$ cat config.mk
export PLATFORM = sky130hd
export DESIGN_NAME = first_nios2_system_sysid_ext
export DESIGN_NICKNAME = d
export VERILOG_FILES = /design/src/rtl/first_nios2_sysid_pkg.sv /design/src/rtl/first_nios2_sysid_uptime.sv /design/src/rtl/first_nios2_system_sysid_ext.sv
export SDC_FILE = /design/constraint.sdc
export NUM_CORES = 1
export LEC_CHECK = 0
export ABC_AREA = 1
export BUFFER_PORTS_ARGS = -buffer_cell sky130_fd_sc_hd__buf_2
export CAP_MARGIN = 40
export CORE_ASPECT_RATIO = 0.6
export CORE_MARGIN = 5
export CORE_UTILIZATION = 58
export CTS_CLUSTER_DIAMETER = 50
export DETAILED_ROUTE_END_ITERATION = 8
export PLACE_DENSITY = 0.82
export SLEW_MARGIN = 20
export SYNTH_ARGS = -nofsm -noshare
export SYNTH_HDL_FRONTEND = slang
export SYNTH_SLANG_ARGS = --single-unit
$ cat constraint.sdc
create_clock -name clock -period 4.9 [get_ports clock]
set_input_delay 0.49 -clock clock [delete_from_list [all_inputs] [get_ports clock]]
set_output_delay 0.49 -clock clock [all_outputs]
set_load 0.005 [all_outputs]
$ cat src/rtl/first_nios2_sysid_pkg.sv
// Shared register map, CTRL bit positions and INFO field layout for the
// extended sysid/housekeeping slave.
package first_nios2_sysid_pkg;

  // Word offsets of the register map
  localparam int unsigned SYSID_OFS     = 0;
  localparam int unsigned TSTAMP_OFS    = 1;
  localparam int unsigned INFO_OFS      = 2;
  localparam int unsigned CTRL_OFS      = 3;
  localparam int unsigned UPTIME_LO_OFS = 4;
  localparam int unsigned UPTIME_HI_OFS = 5;
  localparam int unsigned SCRATCH_BASE  = 6;

  // CTRL register bits
  localparam int unsigned CTRL_CNT_EN_BIT  = 0;
  localparam int unsigned CTRL_CNT_CLR_BIT = 1;

  // INFO field positions
  localparam int unsigned INFO_VERSION_LSB  = 0;
  localparam int unsigned INFO_NSCRATCH_LSB = 8;
  localparam int unsigned INFO_CLK_MHZ_LSB  = 16;

  function automatic logic [31:0] pack_info(input logic [7:0]  version,
                                            input logic [7:0]  nscratch,
                                            input logic [15:0] clk_mhz);
    logic [31:0] info;
    info = '0;
    info[INFO_VERSION_LSB  +: 8]  = version;
    info[INFO_NSCRATCH_LSB +: 8]  = nscratch;
    info[INFO_CLK_MHZ_LSB  +: 16] = clk_mhz;
    return info;
  endfunction

endpackage

$ cat src/rtl/first_nios2_sysid_uptime.sv
// 64-bit free-running uptime counter with enable, synchronous clear and a
// snapshot register that captures the upper word when the lower word is read.
module first_nios2_sysid_uptime (
  input  logic        clock,
  input  logic        reset,
  input  logic        en,
  input  logic        clr,
  input  logic        snap,
  output logic [31:0] lo,
  output logic [31:0] hi_shadow
);

  logic [63:0] count;

  // Counter: clear has priority over increment, wraps silently at 2^64
  always_ff @(posedge clock) begin
    if (reset)      count <= '0;
    else if (clr)   count <= '0;
    else if (en)    count <= count + 64'd1;
  end

  // Upper word is frozen at the same edge the lower word is sampled so a
  // LO-then-HI read pair is coherent; clear leaves the shadow untouched
  always_ff @(posedge clock) begin
    if (reset)      hi_shadow <= '0;
    else if (snap)  hi_shadow <= count[63:32];
  end

  assign lo = count[31:0];

endmodule

$ cat src/rtl/first_nios2_system_sysid_ext.sv
// Avalon-MM latency-1 sysid/housekeeping slave: ID, build timestamp, build
// info, counter control, snapshotted uptime counter and scratch words.
module first_nios2_system_sysid_ext
  import first_nios2_sysid_pkg::*;
#(
  parameter logic [31:0] ID          = 32'h0000_0000,
  parameter logic [31:0] TIMESTAMP   = 32'd1520954411,
  parameter logic [7:0]  VERSION     = 8'd2,
  parameter logic [15:0] CLK_MHZ     = 16'd50,
  parameter int unsigned NUM_SCRATCH = 4,
  parameter int unsigned ADDR_W      = 4
) (
  input  logic              clock,
  input  logic              reset,
  input  logic [ADDR_W-1:0] address,
  input  logic              read,
  input  logic              write,
  input  logic [31:0]       writedata,
  input  logic [3:0]        byteenable,
  output logic [31:0]       readdata,
  output logic              readdatavalid
);

  // Keep at least one storage word so a zero-scratch build still elaborates
  localparam int unsigned SCRATCH_WORDS = (NUM_SCRATCH == 0) ? 1 : NUM_SCRATCH;
  localparam logic [31:0] INFO_WORD = pack_info(VERSION, 8'(NUM_SCRATCH), CLK_MHZ);

  logic [31:0] addr_i;
  logic        wr_ctrl;
  logic        cnt_en;
  logic        cnt_clr;
  logic        snap;
  logic [31:0] up_lo;
  logic [31:0] up_hi_shadow;
  logic [31:0] scratch [SCRATCH_WORDS];
  logic [31:0] rdata_next;

  assign addr_i  = 32'(address);
  assign wr_ctrl = write && (addr_i == CTRL_OFS) && byteenable[0];
  assign cnt_clr = wr_ctrl && writedata[CTRL_CNT_CLR_BIT];
  assign snap    = read && (addr_i == UPTIME_LO_OFS);

  first_nios2_sysid_uptime u_uptime (
    .clock     (clock),
    .reset     (reset),
    .en        (cnt_en),
    .clr       (cnt_clr),
    .snap      (snap),
    .lo        (up_lo),
    .hi_shadow (up_hi_shadow)
  );

  // CTRL.CNT_EN storage; CNT_CLR is a pulse and is not stored
  always_ff @(posedge clock) begin
    if (reset)        cnt_en <= 1'b1;
    else if (wr_ctrl) cnt_en <= writedata[CTRL_CNT_EN_BIT];
  end

  // Scratch words with per-byte write enables
  always_ff @(posedge clock) begin
    if (reset) begin
      for (int unsigned i = 0; i < SCRATCH_WORDS; i++) scratch[i] <= '0;
    end else if (write) begin
      for (int unsigned i = 0; i < SCRATCH_WORDS; i++) begin
        if (i < NUM_SCRATCH && addr_i == SCRATCH_BASE + i) begin
          for (int unsigned b = 0; b < 4; b++) begin
            if (byteenable[b]) scratch[i][8*b +: 8] <= writedata[8*b +: 8];
          end
        end
      end
    end
  end

  // Read decode; unmapped addresses return zero
  always_comb begin
    rdata_next = '0;
    case (addr_i)
      SYSID_OFS:     rdata_next = ID;
      TSTAMP_OFS:    rdata_next = TIMESTAMP;
      INFO_OFS:      rdata_next = INFO_WORD;
      CTRL_OFS:      rdata_next[CTRL_CNT_EN_BIT] = cnt_en;
      UPTIME_LO_OFS: rdata_next = up_lo;
      UPTIME_HI_OFS: rdata_next = up_hi_shadow;
      default: begin
        for (int unsigned i = 0; i < SCRATCH_WORDS; i++) begin
          if (i < NUM_SCRATCH && addr_i == SCRATCH_BASE + i) rdata_next = scratch[i];
        end
      end
    endcase
  end

  // Registered read response; data holds between accesses
  always_ff @(posedge clock) begin
    if (reset) begin
      readdata      <= '0;
      readdatavalid <= 1'b0;
    end else begin
      readdatavalid <= read;
      if (read) readdata <= rdata_next;
    end
  end

endmodule
==> results <==
- The latest clock arrival within the worst-skew pair is 0.53 ns.
- The die area is 0.02461 mm^2.
- The slew at the pin closest to its max-slew limit is 0.7064 ns.
- The DRC marker count from the first detailed-route iteration is 1666.
- In this run the horizontal extent of the chip is 199.2 um.
- Summing all placed instances gives a cell area of 0.01308 mm^2.
- Using the TritonRoute via totals, the vias-per-cell ratio works out to 5.688.
- The clock net sink count is 258.
- The clock input transition at the sequential cells of the worst setup and hold paths is 0.07 ns.
- Setup repair after global routing left no endpoint under its margin.
- The number of clock buffers added by TritonCTS is 24.
- The number of failing setup endpoints in the final timing report is 0.
- The net switching power figure is 1.070 mW.
- In the final design database the tool counted 1749 nets.
- The maximum frequency from static timing analysis is 415.9 MHz.
- The synthesized netlist contains 40 unique library cells.
- The prevailing post-synth register cell is dfxtp_1.
- The endpoint kind of the worst setup timing path is a register.
- The wire length of the first global-routing pass is 56930 um.
- The vias after detailed routing is 11390.
- The count of boundary I/O pins is 77.
- The number of violations of the max-capacitance limit is 0.
- The count of buffers added on input and output ports is 76.
- After clock tree synthesis, the flow added hold-fix buffers numbering 0.
- The detail route stage leaves a number of antenna-violating nets equal to 0.
- The cell-internal power is 3.596 mW.
- The worst hold path begins at writedata[14].
- The number of hold-slack violations in the final timing report was 0.
- The area growth from synthesis to layout is 11.99%.
- Routability-driven placement finished with a final weighted congestion of 1.141.
- The critical-path maximum fanout is 42.
- The required time at the endpoint of the critical path is 5.30 ns.
- The fraction of power consumed by combinational cells is 6.2%.
- The start point of the critical path is address[2].
- Across the VDD grid, the largest voltage drop is 314.1 uV.
- By startpoint and endpoint, the worst setup path is classified as input port to register.
- The average wire per standard cell is 18.22 um.
- The instance count of the mapped netlist is 1630.
- The fraction of final layout cells sized beyond drive strength 1 is 11.09%.
- The core region is 0.02108 mm^2.
- Once detailed placement completed, the half-perimeter wirelength came to 27320 um.
- The global-route total usage across every layer is 29.91%.
- The row count is 41.
- In this run the number of H-tree levels came out at 1.
- The via count of the first global-routing pass is 10390.
- The first-pass iteration count of the detailed router is 6.
- The number of synthesized register bits is 258.
- In the layout the commonest cells are 423 x nand2_1, 346 x nor2_1, 155 x inv_1.
- In this run the cell area of the synthesized design comes to 0.01246 mm^2.
- STA classifies the critical path startpoint as an input port.
- The count of buffering cells on the critical path with inverters included is 4.
- TritonCTS built the clock tree.
- The number of flops mapped to enable cells by yosys is 128.
- The largest stage delay on the critical path is 0.64 ns.
- Leaving out filler cells and counting taps, the final layout contains 2003.
- The most frequent standard cell in the layout excluding fill and tap cells is nand2_1.
- The count of synthesis-stage warnings from yosys is 0.
- The worst-case clock skew is 0.01841 ns.
- The global routing met2 resource utilization is 40.65%.
- The initial antenna violation count was 1.
- The total instance count after detailed placement is 1954.
- The final wirelength is 36500 um.
- In this run, flip-flops and latches consume 50.8% of the power.
- The switching part of the total power is 22.93%.
- The number of setup buffers added after CTS is 0.
- The worst reg2reg path startpoint is u_uptime.count[19].
- The proportion of register bits with asynchronous set or reset after synthesis is 0%.
- A synthesized cell averages 7.645 um^2.
- The global routing met3 resource utilization is 12.39%.
- In this run the power density over the cells is 334.4 mW/mm^2.
- The flow ran to the end, and the final reports show no timing, DRC or antenna violations.
- The minimum clock period is 2.404 ns.
- The post-detailed-route DRC marker count is 0.
- For this run, global-route usage on met1 was measured as 44.93%.
- The root buffer selected by CTS is clkbuf_16.
- The endpoint arrival time on the critical path is 2.80 ns.
- The count of pins over their slew limit was 0.
- The portion of the post-synthesis area used by sequential elements is 51.73%.
- The post-route cell area is 0.01396 mm^2.
- The total power is 4.666 mW.
- The clock network fraction of design power is 42.9%.
- In this run the static leakage power is 5.471 nW.
- The number of nets in the synthesized netlist is 1675.
- The slowest stage of the critical path belongs to the cell inv_2.
- The overall overflow remaining after global route is 0.
- The slack of the worst reg-to-reg path is 2.67 ns.
- The signal on the critical path passes through buf_2 -> inv_2 -> nor2_2 -> nand2_1 -> inv_2 -> nand2_1 -> buf_4 -> o21ai_0 -> a21oi_1.
- On the final layout, the worst hold slack is 0.3072 ns.
- The post-route fraction of the period consumed by the critical path is 49.07%.
- Measured along the y axis, the die boundary spans 123.5 um.
- The min-delay analysis places its worst path in the category input port to register.
- Post-CTS repair changed the size of 0 cells.
- The largest net degree at the start of global routing is 59.
- For this configuration, the core starts out at a cell density of 59.11%.
- The clock passes through at most 3 buffers.
- Summed over all failing endpoints, the final setup total negative slack is 0 ns.
- The layer flagged by global routing as most heavily used is met1.
- Measured against its own limit, the worst slew margin works out to 52.84%.
- Grouping stages by cell kind, the critical path spends the most delay in buffers and inverters.
-- tightest hold or removal path, stage by stage --
cell and delay, ns:
buf_2 0.07, inv_1 0.06, nor2_1 0.10
-- synth_stat cells (3+ instances only) --
master / instances / area, um^2
a21oi_1: 76 / 380.4
xor2_1: 11 / 96.34
nor2_1: 346 / 1299
xnor2_1: 7 / 61.31
nand2_1: 423 / 1588
buf_2: 24 / 120.1
dfxtp_1: 130 / 2603
inv_2: 9 / 33.78
edfxtp_1: 128 / 3844
buf_4: 3 / 22.52
nor3b_1: 3 / 22.52
nand4_1: 16 / 100.1
nand3_1: 122 / 610.6
o21ai_0: 50 / 250.2
clkbuf_1: 25 / 93.84
nand2_2: 9 / 56.30
inv_1: 155 / 581.8
nor3_1: 17 / 85.08
o211ai_1: 13 / 97.59
o21bai_1: 4 / 30.03
nor2_2: 16 / 100.1
o21a_1: 11 / 82.58
nor2_4: 6 / 67.56
-- power by group through the flow --
stage / Combinational [mW] / Clock (mW) / Sequential [mW]
finish: 0.291 / 2.00 / 2.37
global route: 0.321 / 2.10 / 2.38
CTS: 0.282 / 2.00 / 2.37
detailed placement: 0.280 / 0 / 2.42
global placement: 0.266 / 0 / 2.42
floorplan: 0.177 / 0 / 2.41
-- cell families (layout without fill, tap and decap cells) --
family                     after synthesis  after routing  synth area share, %
AOI/OAI and AO/OA                      162            162                7.309
xor gates and xnor gates                18             18                1.265
adders and majority gates                1              1               0.1004
buffers and inverters                  220            312                7.078
DFF                                    258            258                51.73
other                                    0              2                    0
and+or+nand+nor                        971            971                32.52
-- metrics by stage --
stage	setup WS, ns	utilization, %
detailed placement	2.079	62.04
finish	2.496	66.19
global placement	2.095	61.69
CTS	2.608	66.01
global route	2.285	66.18
floorplan	2.788	-
-- per-layer routing --
layer,up-vias,routed length [um]
met1,5239,15290
met4,0,697
met5,-,0
li1,5368,-
met2,720,14280
met3,66,6240
-- layout make-up --
| class | instances | area, um^2 |
|---|---|---|
| Clock buffer | 28 | 656.9 |
| Fill cell | 1732 | 7128 |
| Timing Repair Buffer | 104 | 569.3 |
| Sequential cell | 258 | 6446 |
| Clock inverter | 16 | 180.2 |
| Multi-Input combinational cell | 1152 | 5134 |
| Antenna cell | 2 | 5.005 |
| Tap cell | 279 | 349.1 |
| Inverter | 164 | 615.6 |
-- state kept, by name, summed over array words and instances (netlist names) --
name / count
u_uptime.hi_shadow: 32
scratch: 128
u_uptime.count: 64
readdatavalid: 1
cnt_en: 1
readdata: 32
-- worst paths after layout --
path / endpoint / cells after the start
max reg2reg: u_uptime.count[47] / 9
max: u_uptime.hi_shadow[7] / 9
min reg2reg: readdata[6] / 2
min: scratch[0][14] / 3
No activity file was read; power rests on OpenSTA's default activity.
